**src/rtl/temp_bcd_source.sv**
```systemverilog
// Two-channel binary-to-BCD temperature source: saturate, double-dabble, hold per channel.
// Optional TEMP_AVG4_EN macro enables a 4-sample moving average per channel.
module temp_bcd_source #(
   parameter logic [7:0] SAT_MAX  = 8'd99,
   parameter logic [7:0] RST_AMB  = 8'h00,
   parameter logic [7:0] RST_CORP = 8'h00
) (
   input  logic       clk,
   input  logic       reset,
   input  logic       sample_valid,
   output logic       sample_ready,
   input  logic       sample_ch,
   input  logic [7:0] sample_data,
   output logic [7:0] temp_amb,
   output logic [7:0] temp_corp,
   output logic       upd_amb,
   output logic       upd_corp,
   output logic       busy,
   output logic       sat
);

   typedef enum logic [1:0] {StIdle, StConv, StLoad} state_e;

   state_e     state;
   logic       ch;
   logic [7:0] bin;
   logic [7:0] bcd;
   logic [2:0] cnt;

   logic       xfer;
   logic [7:0] avg;
   logic       clamp_sat;
   logic [7:0] clamp_v;
   logic [2:0] tens_adj;
   logic [3:0] units_adj;

   assign sample_ready = (state == StIdle);
   assign busy         = ~sample_ready;
   assign xfer         = sample_valid & sample_ready;

`ifdef TEMP_AVG4_EN
   // Only the three previous samples are stored; the fourth window entry is the incoming one.
   logic [7:0] hist [2][3];
   logic [1:0] filled;
   logic [9:0] sum;

   always_comb begin
      if (filled[sample_ch]) begin
         sum = {2'b00, sample_data} + {2'b00, hist[sample_ch][0]} +
               {2'b00, hist[sample_ch][1]} + {2'b00, hist[sample_ch][2]};
      end else begin
         sum = {sample_data, 2'b00};
      end
      avg = 8'(sum >> 2);
   end

   always_ff @(posedge clk) begin
      if (reset) begin
         filled <= 2'b00;
         for (int c = 0; c < 2; c++) begin
            for (int i = 0; i < 3; i++) begin
               hist[c][i] <= 8'h00;
            end
         end
      end else if (xfer) begin
         filled[sample_ch] <= 1'b1;
         if (filled[sample_ch]) begin
            hist[sample_ch][0] <= sample_data;
            hist[sample_ch][1] <= hist[sample_ch][0];
            hist[sample_ch][2] <= hist[sample_ch][1];
         end else begin
            for (int i = 0; i < 3; i++) begin
               hist[sample_ch][i] <= sample_data;
            end
         end
      end
   end
`else
   assign avg = sample_data;
`endif

   assign clamp_sat = (avg > SAT_MAX);
   assign clamp_v   = clamp_sat ? SAT_MAX : avg;

   // Tens digit never exceeds 9, so the adjusted tens bit 3 is always shifted out.
   assign tens_adj  = (bcd[7:4] >= 4'd5) ? bcd[6:4] + 3'd3 : bcd[6:4];
   assign units_adj = (bcd[3:0] >= 4'd5) ? bcd[3:0] + 4'd3 : bcd[3:0];

   always_ff @(posedge clk) begin
      if (reset) begin
         state     <= StIdle;
         ch        <= 1'b0;
         bin       <= 8'h00;
         bcd       <= 8'h00;
         cnt       <= 3'd0;
         temp_amb  <= RST_AMB;
         temp_corp <= RST_CORP;
         upd_amb   <= 1'b0;
         upd_corp  <= 1'b0;
         sat       <= 1'b0;
      end else begin
         upd_amb  <= 1'b0;
         upd_corp <= 1'b0;
         unique case (state)
            StIdle: begin
               if (xfer) begin
                  ch    <= sample_ch;
                  bin   <= clamp_v;
                  sat   <= clamp_sat;
                  bcd   <= 8'h00;
                  cnt   <= 3'd0;
                  state <= StConv;
               end
            end
            StConv: begin
               bcd <= {tens_adj, units_adj, bin[7]};
               bin <= {bin[6:0], 1'b0};
               cnt <= cnt + 3'd1;
               if (cnt == 3'd7) begin
                  state <= StLoad;
               end
            end
            StLoad: begin
               if (ch) begin
                  temp_corp <= bcd;
                  upd_corp  <= 1'b1;
               end else begin
                  temp_amb <= bcd;
                  upd_amb  <= 1'b1;
               end
               state <= StIdle;
            end
            default: state <= StIdle;
         endcase
      end
   end

endmodule

```
**config.mk**
```make
export PLATFORM = sky130hd
export DESIGN_NAME = temp_bcd_source
export DESIGN_NICKNAME = d
export VERILOG_FILES = /design/src/rtl/temp_bcd_source.sv
export SDC_FILE = /design/constraint.sdc
export NUM_CORES = 1
export LEC_CHECK = 0
export CAP_MARGIN = 30
export CORE_MARGIN = 8
export CORE_UTILIZATION = 47
export CTS_CLUSTER_SIZE = 12
export DETAILED_ROUTE_END_ITERATION = 12
export PLACE_DENSITY = 0.75
export REMOVE_ABC_BUFFERS = 1
export SLEW_MARGIN = 20
export SYNTH_ARGS = -nofsm -noshare
export SYNTH_HDL_FRONTEND = slang
export SYNTH_SLANG_ARGS = --single-unit
```
**constraint.sdc**
```tcl
create_clock -name clk -period 1.36 [get_ports clk]
set_input_delay 0.272 -clock clk [delete_from_list [all_inputs] [get_ports clk]]
set_output_delay 0.272 -clock clk [all_outputs]
set_load 0.01 [all_outputs]
```
==> After elaboration in Yosys (flattened, before gate mapping) <==
Index checks and enable logic that the tools add are counted.
{ "word_totals": {"in_bits": 12, "wordCells": 47, "reg_bits": 41} }
{ "op_classes": {"bitwise_logic": 4, "n_addsub": 3, "n_reduce_logical": 8, "order_cmp": 3, "mux": 14, "eq_ne": 5} }
{ "ops": {"columns": ["op", "count"], "rows": [
  ["$pmux 8 s2", 2],
  ["$mux 8", 3],
  ["$reduce_and 2->1", 5],
  ["$ge 4x3->1 const B", 2],
  ["$gt 8x7->1 const B", 1],
  ["$mux 3", 2],
  ["$pmux 3 s2", 1],
  ["$add 4x2->4 const B", 1],
  ["$mux 2", 2],
  ["$mux 4", 1],
  ["$pmux 2 s2", 1],
  ["$add 3x1->3 const B", 1],
  ["$add 3x2->3 const B", 1],
  ["$eq 3x3->1 const B", 1],
  ["$not 1->1", 3],
  ["$eq 2x1->1 const B", 1],
  ["$eq 2x2->1 const B", 1],
  ["$logic_not 2->1", 1],
  ["$mux 1", 2],
  ["$ne 2x1->1 const B", 1],
  ["$ne 2x2->1 const B", 1],
  ["$reduce_bool 2->1", 1],
  ["$reduce_or 2->1", 1],
  ["$and 1x1->1", 1]
]} }

==> Depth between registers and ports, before layout <==
{ "depth": {"depth_word": 4, "depth_mapped": 5, "mapped_depth_nobuf": 5} }

==> Worst setup path before layout <==
OpenSTA, ideal clock, no wires.
{ "synth_path": {"path_type": "flip-flop to flip-flop", "startpoint": "register bcd[0]", "endpoint": "register bcd[4]", "setup_time_ns": 0.101, "n_path_buf": 0, "t_arrival_ns": 1.217, "path_stages_with_launch": 6, "setup_slack_ns": 0.042, "cell_sequence": "dfxtp_1 inv_1 ha_1 nor2b_1 o21a_1 o41ai_1"} }
{ "synth_via": {"elab_chain_cells": 3, "word_cells_on_any_way": 4, "cone_classes": "1 x add/sub; 1 x order compare; 2 x mux"} }
{ "synth_rtl": {"columns": ["item", "line", "source"], "rows": [
  ["start: declaration", "27", "logic [7:0] bcd;"],
  ["start signal: assignment", "116", "bcd <= {tens_adj, units_adj, bin[7]};"],
  ["$add 4x2->4 or $ge 4x3->1 (tied branches)", "87", "assign units_adj = (bcd[3:0] >= 4'd5) ? bcd[3:0] + 4'd3 : bcd[3:0];"],
  ["$mux 4 (*)", "87", null],
  ["$pmux 8 s2 (*)", "104", "unique case (state)"]
]} }
Every way passes the cells marked *; elsewhere a longest branch is shown, timed or not.
A chain may end at the register's enable or synchronous reset.

==> Worst setup path in the final report <==
{ "layout_path": {"startpoint": "register state[0]", "endpoint": "output port sample_ready"} }
{ "layout_via": {"elab_chain_cells": 1} }
{ "layout_rtl": {"columns": ["item", "line", "source"], "rows": [
  ["start: declaration", "24", "state_e state;"],
  ["start signal: assignment", "91", "state <= StIdle;"],
  ["start signal: assignment", "112", "state <= StConv;"],
  ["start signal: assignment", "120", "state <= StLoad;"],
  ["$logic_not 2->1", "37", "assign sample_ready = (state == StIdle);"],
  ["end: declaration", "11", "output logic sample_ready,"]
]} }
Every way passes these cells.

==> summary.md <==
| Metric | Value |
|---|---|
| RSZ-0062 raised after global routing | yes |
| Clk_skew | 0.01158 ns |
| Relative slew margins | 74.54% |
| WHS Endpoint | bin[7] |
| Clock Power Share | 43.1% |
| Combinational power share | 10.6% |
| CTS Buf Count | 5 |
| Register-to-Register Path Depth | 5 |
| Pleak | 1.088 nW |
| Critical path startpoint category | flip-flop |
| Vias per cell | 5.308 |
| Top-Level Pins | 33 |
| Net load switching power | 592.0 µW |
| Share of synthesized area spent on multiplexers | 9.164% |
| Starting Density | 47.44% |
| Placed insts | 288 |
| Placed inst area | 2341 µm² |
| Vias in the first global route | 1544 |
| First-pass GRT wire length | 6.975 mm |
| Post-Synth Adder-Cell Area | 4.043% |
| Worst Setup End Kind | output port |
| Via Count | 1603 |
| Clk root buf | clkbuf_8 |
| DRC Markers | 0 |
| Die Width | 78.86 µm |
| Layout Cells excl Fill | 302 |
| Synth Area in Compound Gates | 17.12% |
| Power density cells | 1051 nW/µm² |
| Worst path arrival time | 1.05 ns |
| Status | finished clean |
| Drt first pass iters | 4 |
| Antenna cell count | 0 |
| Hpwl dp | 3.012 mm |
| Cell count of the worst hold path | 2 |
| RD Place Congestion | 0.7704 |
| Number of DRC markers in iteration 0 | 109 |
| Cts hold-fix bufs | 0 |
| Crit-path slowest cell | dfxtp_2 |
| Initial antenna violation count | 0 |
| Reg power frac | 46.2% |
| Critical R2R Capture | bin[3] |
| Fin nets | 269 |
| Core Area | 3914 µm² |
| Most frequent cells in the layout | dfxtp_1 (38), buf_4 (24), nor2_1 (22), dlygate4sd2_1 (19), mux2i_1 (17) |
| Share of post-route cells with drive strength above 1 | 23.41% |
| Asr flop ratio synth | 0% |
| Critical Path, Cell by Cell | or2_4, inv_2, buf_6 |
| Design area | 2561 µm² |
| Antenna-violating nets left | 0 |
| Worst skew pair latency | 0.30 ns |
| Final period util | 97.08% |
| Synth Instances | 194 |
| VDD IR-drop max | 572.4 µV |
| Fin util | 65.44% |
| Post-synth cell types | 39 |
| Die Area | 6218 µm² |
| # fillers | 349 |
| Switching Fraction | 21.98% |
| Main synth FF type | dfxtp_1 |
| EDFF count, synth | 0 |
| Area Growth Syn to Fin | 37.94% |
| Gr usage total | 13.91% |
| Worst R2R Start | state[1] |
| Chip Height | 78.86 µm |
| Clk sinks | 41 |
| Std cell rows | 23 |
| Max-cap violation count | 0 |
| # setup viols final | 0 |
| Seq cells post-synth | 41 |
| CTS tree | done |
| Avg Cell Area, Syn | 9.571 µm² |
| Simple-gate area share of the yosys netlist | 19.20% |
| Final Max Slew Viols | 0 |
| Yosys warnings | 0 |
| Global route overflow | 0 |
| Final hold violation count | 0 |
| Drt wl/cell | 14.36 µm |
| Worst-margin pin slew | 0.3819 ns |
| Worst-path fanout max | 3 |
| Post-layout min period | 1.320 ns |
| Hold Crit Class | reg -> reg |
| Max frequency | 0.7574 GHz |
| Commonest non-fill, non-tap cell in the layout | dfxtp_1 |
| Reg2Reg Setup Slack | 0.05 ns |
| Crit path largest cell delay | 0.34 ns |
| Port bufs | 32 |
| Worst-path clk slew | 0.09 ns |
| H-Tree Depth | 2 |
| Required time of the worst setup path | 1.09 ns |
| Routed Wire Length | 4.338 mm |
| Mapped Area | 1857 µm² |
| Sequential element share of the synthesized area | 44.20% |
| Clk buf depth | 2 |
| Tot Pwr | 2.693 mW |
| Internal power | 2.101 mW |
| Largest family of logic cells by synthesized area | simple AND/OR/NAND/NOR gates |
| Largest net degree at the start of global routing | 15 |
| Post-synthesis xor/xnor area fraction | 0% |
| Hold Startpoint | bin[7] |
| WS Path Type | reg -> out |
| TNS Setup | 0 ns |
registers in the layout (all words and copies together), names as in the netlist:
name / flops
bcd: 8
temp_corp: 8
bin: 8
ch: 1
temp_amb: 8
cnt: 3
state: 2
upd_corp: 1
sat: 1
upd_amb: 1
per-stage QoR:
step	hold WS [ns]	worst slack, ns
2_1_floorplan	0.3366	-0.1956
3_3_place_gp	0.4441	-0.2848
3_5_place_dp	0.4486	-0.3009
4_1_cts	0.4711	0.01079
5_1_grt	0.4983	-0.03495
6_report	0.4670	0.03971
area by class of cell:
type	instances	area, µm²	share of cell area (%)
clock buffers	5	68.82	2.687
clock inverters	3	65.06	2.540
inverters	10	37.54	1.466
multi-input cells	131	955.9	37.32
flip-flops and latches	41	824.5	32.19
well taps	50	62.56	2.443
repair buffers	62	546.8	21.35
cell usage after synthesis, types with 2 or more instances:
cell	number	share of area, %
mux2i_1	17	9.2
dfxtp_1	41	44
nor2_1	22	4.4
o2111ai_1	4	1.9
o21ai_0	4	1.1
inv_1	9	1.8
a22oi_1	3	1.2
nor2b_1	3	1.0
nor4b_1	2	0.94
a32o_1	2	1.1
ha_1	6	4.0
o21a_1	3	1.2
buf_4	2	0.81
nor3b_4	2	2.0
buf_2	3	0.81
buf_6	3	1.8
nand2b_1	3	1.0
nand2_1	10	2.0
and2_1	2	0.67
clkbuf_1	3	0.61
o21ai_1	3	0.81
o211ai_1	5	2.0
nand3_1	14	3.8
a21oi_1	13	3.5
per-layer routing:
| layer | track usage (%) | wire length (µm) |
|---|---|---|
| met1 | 15.12 | 1829 |
| met2 | 23.45 | 2196 |
| met3 | 5.869 | 253 |
| met4 | 5.556 | 59 |
| met5 | 0 | 0 |
worst max-delay path: cells and delay by family (launching register included):
kind | cells | cell delay [ns]
flops | 1 | 0.34
buf+inv | 2 | 0.14
simple gates | 1 | 0.26
worst max path at each step:
stage                        start           end
global route              state[1]        bin[4]
finish                    state[0]  sample_ready
detailed placement  sample_data[4]        bin[1]
floorplan                 state[1]   temp_amb[0]
CTS                       state[0]        bin[1]
global placement    sample_data[4]        bin[1]
logic make-up after synthesis:
group                      Yosys count
muxes                               17
and+or+nand+nor                     65
buffers and inverters               22
DFF                                 41
adders and majority gates            6
AOI/OAI and AO/OA                   43
power by group through the flow:
stage | Clock, mW | Sequential [mW] | Combinational, mW
after floorplan | 0 | 1.27 | 0.110
after global placement | 0 | 1.27 | 0.252
after detailed placement | 0 | 1.27 | 0.257
final | 1.16 | 1.24 | 0.286
after global routing | 1.22 | 1.25 | 0.311
after CTS | 1.18 | 1.24 | 0.259
what timing repair did:
item,in CTS,in global routing
cloned,0,2
pin swaps,0,7
endpoints found under the setup margin,26,21
resized for setup,31,20
buffers inserted,0,4
No activity file was read; power rests on OpenSTA's default activity.
